<file path="config.mk">
export PLATFORM = sky130hd
export DESIGN_NAME = control_sequencer_flat
export DESIGN_NICKNAME = d
export VERILOG_FILES = /design/src/rtl/control_sequencer_pkg.sv /design/src/rtl/control_sequencer_if.sv /design/src/rtl/control_sequencer_reg_select_decoder.sv /design/src/rtl/control_sequencer.sv /design/src/flat_wrapper.sv
export SDC_FILE = /design/constraint.sdc
export NUM_CORES = 1
export LEC_CHECK = 0
export CAP_MARGIN = 25
export CORE_UTILIZATION = 41
export CTS_BUF_LIST = sky130_fd_sc_hd__clkbuf_8 sky130_fd_sc_hd__clkbuf_16
export DETAILED_ROUTE_END_ITERATION = 10
export GPL_TIMING_DRIVEN = 0
export PLACE_DENSITY = 0.85
export SETUP_SLACK_MARGIN = 0.02
export SLEW_MARGIN = 0
export SYNTH_ARGS = -nofsm -noshare
export SYNTH_HDL_FRONTEND = slang
export SYNTH_SLANG_ARGS = --single-unit
</file>
<file path="constraint.sdc">
create_clock -name clock -period 4.2 [get_ports clock]
set_input_delay 0.84 -clock clock [delete_from_list [all_inputs] [get_ports clock]]
set_output_delay 0.84 -clock clock [all_outputs]
set_load 0.02 [all_outputs]
</file>
<file path="src/rtl/control_sequencer_pkg.sv">
// Shared definitions for the hardwired control sequencer:
// state encoding, opcodes, ALU select codes, IR field positions.
package ctrl_pkg;

  localparam int CTRL_NUM_REGS = 16;
  localparam int CTRL_OPC_W    = 5;

  localparam int IR_OPC_HI = 31;
  localparam int IR_OPC_LO = 27;
  localparam int IR_RA_HI  = 26;
  localparam int IR_RA_LO  = 23;
  localparam int IR_RB_HI  = 22;
  localparam int IR_RB_LO  = 19;
  localparam int IR_RC_HI  = 18;
  localparam int IR_RC_LO  = 15;

  typedef enum logic [3:0] {
    S_RESET, S_T0, S_T1, S_T2, S_T3,
    S_T4, S_T5, S_T6, S_T7, S_HALT
  } state_t;

  localparam logic [4:0] OP_LD   = 5'b00000;
  localparam logic [4:0] OP_ST   = 5'b00010;
  localparam logic [4:0] OP_ADD  = 5'b00011;
  localparam logic [4:0] OP_SUB  = 5'b00100;
  localparam logic [4:0] OP_AND  = 5'b00101;
  localparam logic [4:0] OP_OR   = 5'b00110;
  localparam logic [4:0] OP_SHR  = 5'b00111;
  localparam logic [4:0] OP_SHL  = 5'b01001;
  localparam logic [4:0] OP_ROR  = 5'b01010;
  localparam logic [4:0] OP_ROL  = 5'b01011;
  localparam logic [4:0] OP_ADDI = 5'b01100;
  localparam logic [4:0] OP_ANDI = 5'b01101;
  localparam logic [4:0] OP_ORI  = 5'b01110;
  localparam logic [4:0] OP_MUL  = 5'b01111;
  localparam logic [4:0] OP_DIV  = 5'b10000;
  localparam logic [4:0] OP_NEG  = 5'b10001;
  localparam logic [4:0] OP_NOT  = 5'b10010;
  localparam logic [4:0] OP_NOP  = 5'b11010;
  localparam logic [4:0] OP_HALT = 5'b11011;

  localparam logic [3:0] ALU_ADD = 4'd0;
  localparam logic [3:0] ALU_SUB = 4'd1;
  localparam logic [3:0] ALU_AND = 4'd2;
  localparam logic [3:0] ALU_OR  = 4'd3;
  localparam logic [3:0] ALU_SHR = 4'd4;
  localparam logic [3:0] ALU_SHL = 4'd5;
  localparam logic [3:0] ALU_ROR = 4'd6;
  localparam logic [3:0] ALU_ROL = 4'd7;
  localparam logic [3:0] ALU_MUL = 4'd8;
  localparam logic [3:0] ALU_DIV = 4'd9;
  localparam logic [3:0] ALU_NEG = 4'd10;
  localparam logic [3:0] ALU_NOT = 4'd11;

  // Instruction classes sharing one T3..T7 step sequence.
  typedef enum logic [3:0] {
    K_ALU3, K_UNARY, K_MULDIV, K_IMM,
    K_LD, K_ST, K_NOP, K_HALT, K_BAD
  } op_kind_t;

  function automatic op_kind_t op_kind(logic [4:0] opc);
    op_kind_t k;
    k = K_BAD;
    case (opc)
      OP_ADD, OP_SUB, OP_AND, OP_OR,
      OP_SHR, OP_SHL, OP_ROR, OP_ROL: k = K_ALU3;
      OP_NEG, OP_NOT:                 k = K_UNARY;
      OP_MUL, OP_DIV:                 k = K_MULDIV;
      OP_ADDI, OP_ANDI, OP_ORI:       k = K_IMM;
      OP_LD:                          k = K_LD;
      OP_ST:                          k = K_ST;
      OP_NOP:                         k = K_NOP;
      OP_HALT:                        k = K_HALT;
      default:                        k = K_BAD;
    endcase
    return k;
  endfunction

  // ld/st address math uses add.
  function automatic logic [3:0] op_alu(logic [4:0] opc);
    logic [3:0] a;
    a = ALU_ADD;
    case (opc)
      OP_SUB:          a = ALU_SUB;
      OP_AND, OP_ANDI: a = ALU_AND;
      OP_OR, OP_ORI:   a = ALU_OR;
      OP_SHR:          a = ALU_SHR;
      OP_SHL:          a = ALU_SHL;
      OP_ROR:          a = ALU_ROR;
      OP_ROL:          a = ALU_ROL;
      OP_MUL:          a = ALU_MUL;
      OP_DIV:          a = ALU_DIV;
      OP_NEG:          a = ALU_NEG;
      OP_NOT:          a = ALU_NOT;
      default:         a = ALU_ADD;
    endcase
    return a;
  endfunction

endpackage

</file>
<file path="src/rtl/control_sequencer_if.sv">
// Controller <-> datapath bundle. master = sequencer (drives strobes),
// slave = datapath (drives ir, mem_ready, stop).
interface ctrl_if
  import ctrl_pkg::*;
#(
  parameter int NUM_REGS = CTRL_NUM_REGS
);
  logic [31:0]         ir;
  logic                mem_ready;
  logic                stop;
  logic [NUM_REGS-1:0] reg_in;
  logic [NUM_REGS-1:0] reg_out;
  logic                PCin, PCout, IncPC, IRin;
  logic                MARin, MDRin, MDRout, MDRread;
  logic                mem_read, mem_write;
  logic                Yin, Zin, Zhighout, Zlowout;
  logic                HIin, LOin, Cout;
  logic [3:0]          ALUselect;
  logic                run, illegal;

  modport master (
    input  ir, mem_ready, stop,
    output reg_in, reg_out,
    output PCin, PCout, IncPC, IRin,
    output MARin, MDRin, MDRout, MDRread,
    output mem_read, mem_write,
    output Yin, Zin, Zhighout, Zlowout,
    output HIin, LOin, Cout,
    output ALUselect, run, illegal
  );

  modport slave (
    output ir, mem_ready, stop,
    input  reg_in, reg_out,
    input  PCin, PCout, IncPC, IRin,
    input  MARin, MDRin, MDRout, MDRread,
    input  mem_read, mem_write,
    input  Yin, Zin, Zhighout, Zlowout,
    input  HIin, LOin, Cout,
    input  ALUselect, run, illegal
  );
endinterface

</file>
<file path="src/rtl/control_sequencer_reg_select_decoder.sv">
// Picks Ra/Rb/Rc from IR via Gra/Grb/Grc and emits one-hot Rn in/out
// strobes. Ports: i_ir, i_gra/grb/grc, i_rin, i_rout -> o_reg_in, o_reg_out.
module reg_select_decoder
  import ctrl_pkg::*;
#(
  parameter int NUM_REGS = CTRL_NUM_REGS
) (
  input  logic [31:0]         i_ir,
  input  logic                i_gra,
  input  logic                i_grb,
  input  logic                i_grc,
  input  logic                i_rin,
  input  logic                i_rout,
  output logic [NUM_REGS-1:0] o_reg_in,
  output logic [NUM_REGS-1:0] o_reg_out
);
  logic [3:0]          w_sel;
  logic [NUM_REGS-1:0] w_onehot;
  logic                w_unused;

  assign w_sel =
    ({4{i_gra}} & i_ir[IR_RA_HI:IR_RA_LO]) |
    ({4{i_grb}} & i_ir[IR_RB_HI:IR_RB_LO]) |
    ({4{i_grc}} & i_ir[IR_RC_HI:IR_RC_LO]);

  assign w_onehot  = {{(NUM_REGS-1){1'b0}}, 1'b1} << w_sel;
  assign o_reg_in  = i_rin  ? w_onehot : '0;
  assign o_reg_out = i_rout ? w_onehot : '0;

  assign w_unused = &{1'b0, i_ir[31:27], i_ir[14:0]};
endmodule

</file>
<file path="src/rtl/control_sequencer.sv">
// Hardwired T-state control unit: fetch, decode, Moore strobes per state.
// Ports: clock, clear (sync, active-high), bus (ctrl_if.master).
// Macro CTRL_ILLEGAL_TRAP_EN: undefined opcode -> sticky illegal + HALT;
// without it an undefined opcode runs as nop and illegal is tied low.
module control_sequencer
  import ctrl_pkg::*;
#(
  parameter int NUM_REGS = CTRL_NUM_REGS,
  parameter int OPC_W    = CTRL_OPC_W
) (
  input  logic     clock,
  input  logic     clear,
  ctrl_if.master   bus
);
  state_t     r_state, w_nxt;
  op_kind_t   w_kind;
  logic [4:0] w_opc;
  logic [3:0] w_alu_op;
  logic       w_last;
  logic       w_gra, w_grb, w_grc, w_rin, w_rout;
  logic       w_pcout, w_incpc, w_irin, w_marin;
  logic       w_mdrin, w_mdrout, w_mdrread;
  logic       w_mrd, w_mwr, w_yin, w_zin;
  logic       w_zhi, w_zlo, w_hiin, w_loin, w_cout;
  logic [3:0] w_alu;
`ifdef CTRL_ILLEGAL_TRAP_EN
  logic       w_trap;
  logic       r_illegal;
`endif

  assign w_opc    = bus.ir[IR_OPC_HI -: OPC_W];
  assign w_kind   = op_kind(w_opc);
  assign w_alu_op = op_alu(w_opc);

  always_ff @(posedge clock) begin
    if (clear) r_state <= S_RESET;
    else       r_state <= w_nxt;
  end

  always_comb begin
    w_nxt     = r_state;
    w_last    = 1'b0;
    w_gra     = 1'b0;
    w_grb     = 1'b0;
    w_grc     = 1'b0;
    w_rin     = 1'b0;
    w_rout    = 1'b0;
    w_pcout   = 1'b0;
    w_incpc   = 1'b0;
    w_irin    = 1'b0;
    w_marin   = 1'b0;
    w_mdrin   = 1'b0;
    w_mdrout  = 1'b0;
    w_mdrread = 1'b0;
    w_mrd     = 1'b0;
    w_mwr     = 1'b0;
    w_yin     = 1'b0;
    w_zin     = 1'b0;
    w_zhi     = 1'b0;
    w_zlo     = 1'b0;
    w_hiin    = 1'b0;
    w_loin    = 1'b0;
    w_cout    = 1'b0;
    w_alu     = ALU_ADD;
`ifdef CTRL_ILLEGAL_TRAP_EN
    w_trap    = 1'b0;
`endif
    case (r_state)
      S_RESET: w_nxt = S_T0;
      S_T0: begin
        w_pcout = 1'b1;
        w_marin = 1'b1;
        w_incpc = 1'b1;
        w_nxt   = S_T1;
      end
      S_T1: begin
        w_mrd     = 1'b1;
        w_mdrread = 1'b1;
        w_mdrin   = 1'b1;
        if (bus.mem_ready) w_nxt = S_T2;
      end
      S_T2: begin
        w_mdrout = 1'b1;
        w_irin   = 1'b1;
        w_nxt    = S_T3;
      end
      S_T3: begin
        w_nxt = S_T4;
        case (w_kind)
          K_ALU3, K_IMM, K_LD, K_ST: begin
            w_grb  = 1'b1;
            w_rout = 1'b1;
            w_yin  = 1'b1;
          end
          K_UNARY: begin
            w_grb  = 1'b1;
            w_rout = 1'b1;
            w_alu  = w_alu_op;
            w_zin  = 1'b1;
          end
          K_MULDIV: begin
            w_gra  = 1'b1;
            w_rout = 1'b1;
            w_yin  = 1'b1;
          end
          K_HALT: w_nxt = S_HALT;
`ifdef CTRL_ILLEGAL_TRAP_EN
          K_BAD: begin
            w_trap = 1'b1;
            w_nxt  = S_HALT;
          end
`endif
          default: w_last = 1'b1;
        endcase
      end
      S_T4: begin
        w_nxt = S_T5;
        case (w_kind)
          K_ALU3: begin
            w_grc  = 1'b1;
            w_rout = 1'b1;
            w_alu  = w_alu_op;
            w_zin  = 1'b1;
          end
          K_UNARY: begin
            w_zlo  = 1'b1;
            w_gra  = 1'b1;
            w_rin  = 1'b1;
            w_last = 1'b1;
          end
          K_MULDIV: begin
            w_grb  = 1'b1;
            w_rout = 1'b1;
            w_alu  = w_alu_op;
            w_zin  = 1'b1;
          end
          K_IMM, K_LD, K_ST: begin
            w_cout = 1'b1;
            w_alu  = w_alu_op;
            w_zin  = 1'b1;
          end
          default: w_nxt = S_T0;
        endcase
      end
      S_T5: begin
        w_nxt = S_T6;
        w_zlo = 1'b1;
        case (w_kind)
          K_ALU3, K_IMM: begin
            w_gra  = 1'b1;
            w_rin  = 1'b1;
            w_last = 1'b1;
          end
          K_MULDIV: w_loin  = 1'b1;
          K_LD, K_ST: w_marin = 1'b1;
          default: begin
            w_zlo = 1'b0;
            w_nxt = S_T0;
          end
        endcase
      end
      S_T6: begin
        w_nxt = S_T7;
        case (w_kind)
          K_MULDIV: begin
            w_zhi  = 1'b1;
            w_hiin = 1'b1;
            w_last = 1'b1;
          end
          K_LD: begin
            w_mrd     = 1'b1;
            w_mdrread = 1'b1;
            w_mdrin   = 1'b1;
            if (!bus.mem_ready) w_nxt = S_T6;
          end
          K_ST: begin
            w_gra   = 1'b1;
            w_rout  = 1'b1;
            w_mdrin = 1'b1;
          end
          default: w_nxt = S_T0;
        endcase
      end
      S_T7: begin
        w_nxt = S_T0;
        case (w_kind)
          K_LD: begin
            w_mdrout = 1'b1;
            w_gra    = 1'b1;
            w_rin    = 1'b1;
            w_last   = 1'b1;
          end
          K_ST: begin
            w_mwr = 1'b1;
            if (bus.mem_ready) w_last = 1'b1;
            else               w_nxt  = S_T7;
          end
          default: w_nxt = S_T0;
        endcase
      end
      S_HALT: w_nxt = S_HALT;
      default: w_nxt = S_RESET;
    endcase
    // stop is only honoured in the final T-state of an instruction.
    if (w_last) w_nxt = bus.stop ? S_HALT : S_T0;
  end

`ifdef CTRL_ILLEGAL_TRAP_EN
  always_ff @(posedge clock) begin
    if (clear)       r_illegal <= 1'b0;
    else if (w_trap) r_illegal <= 1'b1;
  end
  assign bus.illegal = r_illegal;
`else
  assign bus.illegal = 1'b0;
`endif

  reg_select_decoder #(.NUM_REGS(NUM_REGS)) u_rsel (
    .i_ir      (bus.ir),
    .i_gra     (w_gra),
    .i_grb     (w_grb),
    .i_grc     (w_grc),
    .i_rin     (w_rin),
    .i_rout    (w_rout),
    .o_reg_in  (bus.reg_in),
    .o_reg_out (bus.reg_out)
  );

  assign bus.PCin      = 1'b0;
  assign bus.PCout     = w_pcout;
  assign bus.IncPC     = w_incpc;
  assign bus.IRin      = w_irin;
  assign bus.MARin     = w_marin;
  assign bus.MDRin     = w_mdrin;
  assign bus.MDRout    = w_mdrout;
  assign bus.MDRread   = w_mdrread;
  assign bus.mem_read  = w_mrd;
  assign bus.mem_write = w_mwr;
  assign bus.Yin       = w_yin;
  assign bus.Zin       = w_zin;
  assign bus.Zhighout  = w_zhi;
  assign bus.Zlowout   = w_zlo;
  assign bus.HIin      = w_hiin;
  assign bus.LOin      = w_loin;
  assign bus.Cout      = w_cout;
  assign bus.ALUselect = w_alu;
  assign bus.run       = (r_state != S_RESET) && (r_state != S_HALT);
endmodule

</file>
<file path="src/flat_wrapper.sv">
// flat-port wrapper written by rule: the top's interface ports become plain ports
module control_sequencer_flat import ctrl_pkg::*;
#(
  parameter int NUM_REGS = CTRL_NUM_REGS,
  parameter int OPC_W    = CTRL_OPC_W
)
  (clock, clear, bus_ir, bus_mem_ready, bus_stop, bus_reg_in, bus_reg_out, bus_PCin, bus_PCout, bus_IncPC, bus_IRin, bus_MARin, bus_MDRin, bus_MDRout, bus_MDRread, bus_mem_read, bus_mem_write, bus_Yin, bus_Zin, bus_Zhighout, bus_Zlowout, bus_HIin, bus_LOin, bus_Cout, bus_ALUselect, bus_run, bus_illegal);
  ctrl_if #(.NUM_REGS(NUM_REGS)) bus_i ();
  input  logic clock;
  input  logic clear;
  input wire logic [$bits(bus_i.ir)-1:0] bus_ir;
  input wire logic [$bits(bus_i.mem_ready)-1:0] bus_mem_ready;
  input wire logic [$bits(bus_i.stop)-1:0] bus_stop;
  output wire logic [$bits(bus_i.reg_in)-1:0] bus_reg_in;
  output wire logic [$bits(bus_i.reg_out)-1:0] bus_reg_out;
  output wire logic [$bits(bus_i.PCin)-1:0] bus_PCin;
  output wire logic [$bits(bus_i.PCout)-1:0] bus_PCout;
  output wire logic [$bits(bus_i.IncPC)-1:0] bus_IncPC;
  output wire logic [$bits(bus_i.IRin)-1:0] bus_IRin;
  output wire logic [$bits(bus_i.MARin)-1:0] bus_MARin;
  output wire logic [$bits(bus_i.MDRin)-1:0] bus_MDRin;
  output wire logic [$bits(bus_i.MDRout)-1:0] bus_MDRout;
  output wire logic [$bits(bus_i.MDRread)-1:0] bus_MDRread;
  output wire logic [$bits(bus_i.mem_read)-1:0] bus_mem_read;
  output wire logic [$bits(bus_i.mem_write)-1:0] bus_mem_write;
  output wire logic [$bits(bus_i.Yin)-1:0] bus_Yin;
  output wire logic [$bits(bus_i.Zin)-1:0] bus_Zin;
  output wire logic [$bits(bus_i.Zhighout)-1:0] bus_Zhighout;
  output wire logic [$bits(bus_i.Zlowout)-1:0] bus_Zlowout;
  output wire logic [$bits(bus_i.HIin)-1:0] bus_HIin;
  output wire logic [$bits(bus_i.LOin)-1:0] bus_LOin;
  output wire logic [$bits(bus_i.Cout)-1:0] bus_Cout;
  output wire logic [$bits(bus_i.ALUselect)-1:0] bus_ALUselect;
  output wire logic [$bits(bus_i.run)-1:0] bus_run;
  output wire logic [$bits(bus_i.illegal)-1:0] bus_illegal;
  assign bus_i.ir = bus_ir;
  assign bus_i.mem_ready = bus_mem_ready;
  assign bus_i.stop = bus_stop;
  assign bus_reg_in = bus_i.reg_in;
  assign bus_reg_out = bus_i.reg_out;
  assign bus_PCin = bus_i.PCin;
  assign bus_PCout = bus_i.PCout;
  assign bus_IncPC = bus_i.IncPC;
  assign bus_IRin = bus_i.IRin;
  assign bus_MARin = bus_i.MARin;
  assign bus_MDRin = bus_i.MDRin;
  assign bus_MDRout = bus_i.MDRout;
  assign bus_MDRread = bus_i.MDRread;
  assign bus_mem_read = bus_i.mem_read;
  assign bus_mem_write = bus_i.mem_write;
  assign bus_Yin = bus_i.Yin;
  assign bus_Zin = bus_i.Zin;
  assign bus_Zhighout = bus_i.Zhighout;
  assign bus_Zlowout = bus_i.Zlowout;
  assign bus_HIin = bus_i.HIin;
  assign bus_LOin = bus_i.LOin;
  assign bus_Cout = bus_i.Cout;
  assign bus_ALUselect = bus_i.ALUselect;
  assign bus_run = bus_i.run;
  assign bus_illegal = bus_i.illegal;
  control_sequencer #(.NUM_REGS(NUM_REGS), .OPC_W(OPC_W)) u_core (.clock(clock), .clear(clear), .bus(bus_i));
endmodule
</file>
* Yosys cells after proc, flatten, opt, wreduce, memory -nomap -nowiden
Memories as Yosys holds them, arrays and structs flattened. Cells that the tools add are included.
Operators by class: $add $sub $neg 0, multiply operators 0, div/mod/pow operators 0, magnitude comparators 0, eq/ne operators 17, shift operators 1, mux-type cells 50, bitwise gates (word level) 5, reductions and logical operators 13
Operators by type and width (number):
- $pmux W4 S10 | 1
- $mux W4 | 9
- $mux W16 | 2
- $eq A4 B3 Y1 const B | 7
- $mux W1 | 22
- $eq A4 B2 Y1 const B | 4
- $pmux W1 S2 | 8
- $pmux W4 S2 | 2
- $shl A1 B4 Y16 const A | 1
- $and A4 B4 Y4 | 3
- $pmux W1 S5 | 2
- $reduce_or A5 Y1 | 2
- $eq A4 B1 Y1 const B | 2
- $eq A4 B4 Y1 const B | 2
- $logic_not A4 Y1 | 2
- $or A4 B4 Y4 | 2
- $reduce_or A2 Y1 | 4
- $reduce_or A7 Y1 | 1
- $mux W3 | 2
- $pmux W1 S3 | 2
- $reduce_or A6 Y1 | 1
- $ne A4 B4 Y1 const B | 1
- $reduce_bool A4 Y1 | 1
- $ne A3 B2 Y1 const B | 1
- other kinds (2) | 2
Word-level totals: register bits 4, latch bits 0, bits in writable memories 0, ROM bits 256, input bits 36, output and inout bits 55, logic and storage cells 89, memories kept 2
Memory list:
- (name not given) | depth 32, bits a word 4, rd ports 1, clocked after Yosys merged registers in 0, wr ports 0, RTL line control_sequencer_pkg.sv:83 | case (opc)
- (name not given) | depth 32, bits a word 4, rd ports 1, clocked after Yosys merged registers in 0, wr ports 0, RTL line control_sequencer_pkg.sv:64 | case (opc)

* Logic depth before layout (Yosys ltp)
An unclocked memory read counts as a cell.
word-level depth 10, depth in mapped cells 12, mapped depth without buffers 9

* Cells and area by module
A second synthesis with hierarchy kept.
Second synthesis, totals: cell total of the unflattened synthesis 212, area total of the unflattened synthesis 1331.3 um^2
By module, submodules not included:
- control_sequencer | times used 1, cells an instance 162, area each 1082.3 um^2, sequential area each 80.1 um^2
- reg_select_decoder | times used 1, cells an instance 50, area each 249.0 um^2, sequential area each 0.0 um^2

* Worst setup path before layout
Ideal clock, no wire load.
kind input to output, from in bus_ir[27], to out bus_reg_out[12], arrival 3.540 ns, data required time 3.360 ns, path slack -0.180 ns, stages on the path 10, path buffers 1, cells stage by stage inv_1 > ha_1 > mux2i_1 > o311a_1 > buf_6 > mux2i_1 > o32ai_2 > or2_1 > a221o_2 > nor4b_1
On the way: cells in the longest elaborated chain, start to end 10, elaborated cells between the ends (all ways) 31, classes of those cells eq/ne (5); shift (1); mux (14); bitwise (5); reduce/logical (5); memory (1)
RTL lines:
- start, declared | RTL line flat_wrapper.sv:11 | input wire logic [$bits(bus_i.ir)-1:0] bus_ir;
- $mem_v2 Z32 W4 (*)
- $eq A4 B1 Y1 (tied with other cells) | RTL line control_sequencer.sv:89, control_sequencer.sv:118
- $reduce_or A5 Y1 (no source line) or $reduce_or A2 Y1 (tied branches)
- $mux W1 (on tied branches) | RTL line control_sequencer.sv:89, control_sequencer.sv:148
- $pmux W1 S2 or $pmux W1 S5 (tied branches) | RTL line control_sequencer.sv:68 | case (r_state)
- $and A4 B4 Y4 (on tied branches) | RTL line control_sequencer_reg_select_decoder.sv:23, control_sequencer_reg_select_decoder.sv:22
- $or A4 B4 Y4 | RTL line control_sequencer_reg_select_decoder.sv:22 | ({4{i_gra}} & i_ir[IR_RA_HI:IR_RA_LO]) |
- $or A4 B4 Y4 | RTL line control_sequencer_reg_select_decoder.sv:23 | ({4{i_grb}} & i_ir[IR_RB_HI:IR_RB_LO]) |
- $shl A1 B4 Y16 | RTL line control_sequencer_reg_select_decoder.sv:26 | assign w_onehot = {{(NUM_REGS-1){1'b0}}, 1'b1} << w_sel;
- $mux W16 (*) | RTL line control_sequencer_reg_select_decoder.sv:28 | assign o_reg_out = i_rout ? w_onehot : '0;
- end, declared | RTL line flat_wrapper.sv:15 | output wire logic [$bits(bus_i.reg_out)-1:0] bus_reg_out;
Every way passes the cells marked *; elsewhere a longest branch is shown, timed or not.

* Final worst setup path
from in bus_ir[30], to out bus_reg_out[5]
Same word-level chain as after synthesis.

==> impl_metrics.ini <==
[placement]
routabilityCongestion = 0.918
dp_slack_ns = -1.48
hpwl_um = 4720
port-buffer-count = 71
dpl_cell_area_sq_um = 2660

[hold_path]
min_to = u_core.r_state[1]$_SDFFE_PP0P_
hp-class = flip-flop to flip-flop
hp-start = u_core.r_state[1]$_SDFFE_PP0P_
whs_path_depth = 5

[floorplanning]
start_util_pct = 44.2
die_y_um = 68.6
rows = 23
io_pins = 91
die-area_sq_um = 4700
die_w_um = 68.6
core_sq_um = 4120

[finish]
nets = 425
final_area_sq_um = 3630
synthToLayoutAreaGrowth_pct = 99.6
largest_register_ff_count = 4
drive_above_1_share_pct = 49.6
top_regs = u_core.r_state: 4 flops
top_register = u_core.r_state
post-route-util_pct = 88.2
diodes = 0

[grt]
grt_usage_pct = 34.3
grt_max_degree = 11
grt_pass1_vias = 2534
antenna_found_initial = 0
grt_pass1_wl_um = 12300
gr-total-overflow = 0

[drt]
totalWireLength_um = 11600
dr_total_vias = 3190
antenna_left = 0
met1Wirelength_um = 3990
wl_met3_um = 1660
wl_met2_um = 4960
drc = 0
drtIter0Drc = 501
wire_per_inst_um = 26.9
first_pass_iters = 5
vias_per_cell = 7.40
routed.top_layer = met4

[sta]
setup_violations = 33
holdWs_ns = 0.965
final_max_slew_viol_count = 0
rsz0062_at_grt = yes
fmax_mhz = 215
slew_headroom_pct = 42.7
worst_slack_ns = -0.445
finalSetupTns_ns = -8.03
hold_viol = 0
fin_skew_ns = 0.000936
min_period_over_period_pct = 111
tightest_slew_ns = 0.852
layout_min_cycle_time_ns = 4.64

[power_and_ir_drop]
clkPwrFrac_pct = 14.7
seqPwrFrac_pct = 9.5
p_per_area_nw_per_um2 = 151
leakagePower_nw = 1.39
peakVddDrop_uv = 262
p_int_uw = 284
p_comb_share_pct = 75.9
power.switching_uw = 265
swShare_pct = 48.2

[critical_path]
worstSetupPathType = primary input to primary output
r2r.worst_path.cells = 7
critPathLaunch = bus_ir[30]
cp.required_ns = 3.36
critPathLaunchType = primary input
crit_path_end_kind = primary output
critPathArrivalTime_ns = 3.80
cp_max_fo = 10
rrSetupSlack_ns = 1.59
r2r_start = u_core.r_state[3]$_SDFFE_PP0P_
timing.rr.end = u_core.r_state[2]$_SDFFE_PP0P_

[clocking]
clkTransAtPathRegs_ns = 0.03
cts_tree = done
cts.path.max_buffers = 2
root_buffer = clkbuf_8
htree_levels = 1
clk_latency_ns = 0.21
cts_made_buffers = 3
cts_sinks = 4
ctsHoldBuffers = 0

[synth]
seq_area_frac_synth_pct = 4.40
ys_warn_count = 0
dominantRegCellSynth = dfxtp_1
synth_edf_count = 0
avgSynthCellArea_sq_um = 7.13
async_flop_share_pct = 0
synthesis.area_sq_um = 1820
netlist_instances = 255
ys_types = 75
synth_seq_cells = 4

[job]
cap_violations = 0

[outcome]
violations = negative setup slack
status = finished with violations
==> worst max-delay path: stages <==
cell and delay [ns]:
buf_6 0.12, buf_2 0.19, nor2b_1 0.17, o21ai_1 0.23, o211ai_1 0.21, buf_4 0.20
buf_4 0.15, nor2_4 0.21, a311oi_2 0.18, buf_4 0.18, a221o_2 0.50, nor4b_4 0.39
buf_4 0.22
==> cell families (layout without fill, tap and decap cells) <==
group                      after synthesis  in the layout  synth area share (%)
adders and majority gates                6              6                  4.13
buffers and inverters                   33            158                  9.91
other                                    1              2                 0.206
AOI/OAI and AO/OA                       78             78                  35.4
DFF                                      4              4                  4.40
muxes                                    4              4                  2.55
xor gates and xnor gates                 2              2                 0.964
and+or+nand+nor                        127            127                  42.5
==> metrics by stage <==
step                std cells  total power, mW
global route              431            0.568
detailed placement        377            0.336
finish                    431            0.548
floorplan                 256            0.241
CTS                       404            0.471
global placement          377            0.332
==> cells in the mapped netlist, types with 3 or more instances <==
library cell,number,share of area [%]
nor3_1,18,5.0
o211a_1,4,2.2
o21ai_1,3,0.83
buf_2,9,2.5
a22oi_1,4,1.7
buf_4,6,2.5
inv_1,6,1.2
nor4b_1,11,5.3
nand2b_1,5,1.7
ha_1,6,4.1
nor4b_2,4,3.3
nor2b_1,4,1.4
nand3_1,5,1.4
a21o_1,3,1.2
clkbuf_1,6,1.2
nor2_1,28,5.8
a311oi_1,3,1.4
and4b_1,3,1.7
a32o_1,3,1.7
or2_2,3,1.0
o21ai_0,8,2.2
dfxtp_1,4,4.4
and2_1,3,1.0
nand2_1,18,3.7
buf_6,3,1.9
nor4_1,5,1.7
or3_1,3,1.0
a21oi_1,14,3.9
buf_1,3,0.62
==> layer usage <==
layer  track usage, %  vias to the layer above
met1             40.5                     1432
li1                 -                     1266
met3             7.24                      130
met2             57.1                      362
met5                0                        -
met4             19.3                        0
==> how the worst max path moves through the flow <==
| stage | end | slack [ns] |
|---|---|---|
| 2_1_floorplan | bus_reg_out[12] | -0.18 |
| 3_3_place_gp | bus_reg_out[12] | -1.42 |
| 3_5_place_dp | bus_reg_out[12] | -1.48 |
| 4_1_cts | bus_reg_in[1] | -0.04 |
| 5_1_grt | bus_reg_out[10] | -0.66 |
| 6_report | bus_reg_out[5] | -0.44 |
==> cell type report <==
cell class	count	area [sq um]
fill	166	487
multi-input combinational	219	2100
inverter	6	35.0
buffer	25	200
tap	50	62.6
clock buffer	3	41.3
sequential	4	80.1
timing repair buffer	124	1110
==> power groups by stage <==
| stage | Combinational, mW | Clock (mW) | Sequential (mW) |
|---|---|---|---|
| finish | 0.416 | 0.0805 | 0.0520 |
| global route | 0.432 | 0.0831 | 0.0523 |
| CTS | 0.339 | 0.0822 | 0.0500 |
| detailed placement | 0.285 | 0 | 0.0505 |
| global placement | 0.282 | 0 | 0.0500 |
| floorplan | 0.192 | 0 | 0.0485 |
==> layout by cell type, fill, tap and decap left out, types with 5 or more instances in the layout <==
cell type        count
nor4b_2              5
buf_4               82
clkbuf_8             5
buf_2                5
nor3_2               6
o21ai_0              6
a21oi_1             12
nand2_1             17
nor4b_4             10
nor2_1              24
nor3_1              12
buf_12               5
nand3_1              5
nand2b_1             5
buf_6                9
clkdlybuf4s50_1     36
==> what timing repair did <==
item | 4_1_cts | 5_1_grt
pin swaps | 32 | 20
gates resized for setup | 233 | 83
cloned | 1 | 1
buffers inserted | 26 | 26
setup endpoints to repair | 49 | 39
Note: power is estimated with default switching activity, not from simulation.
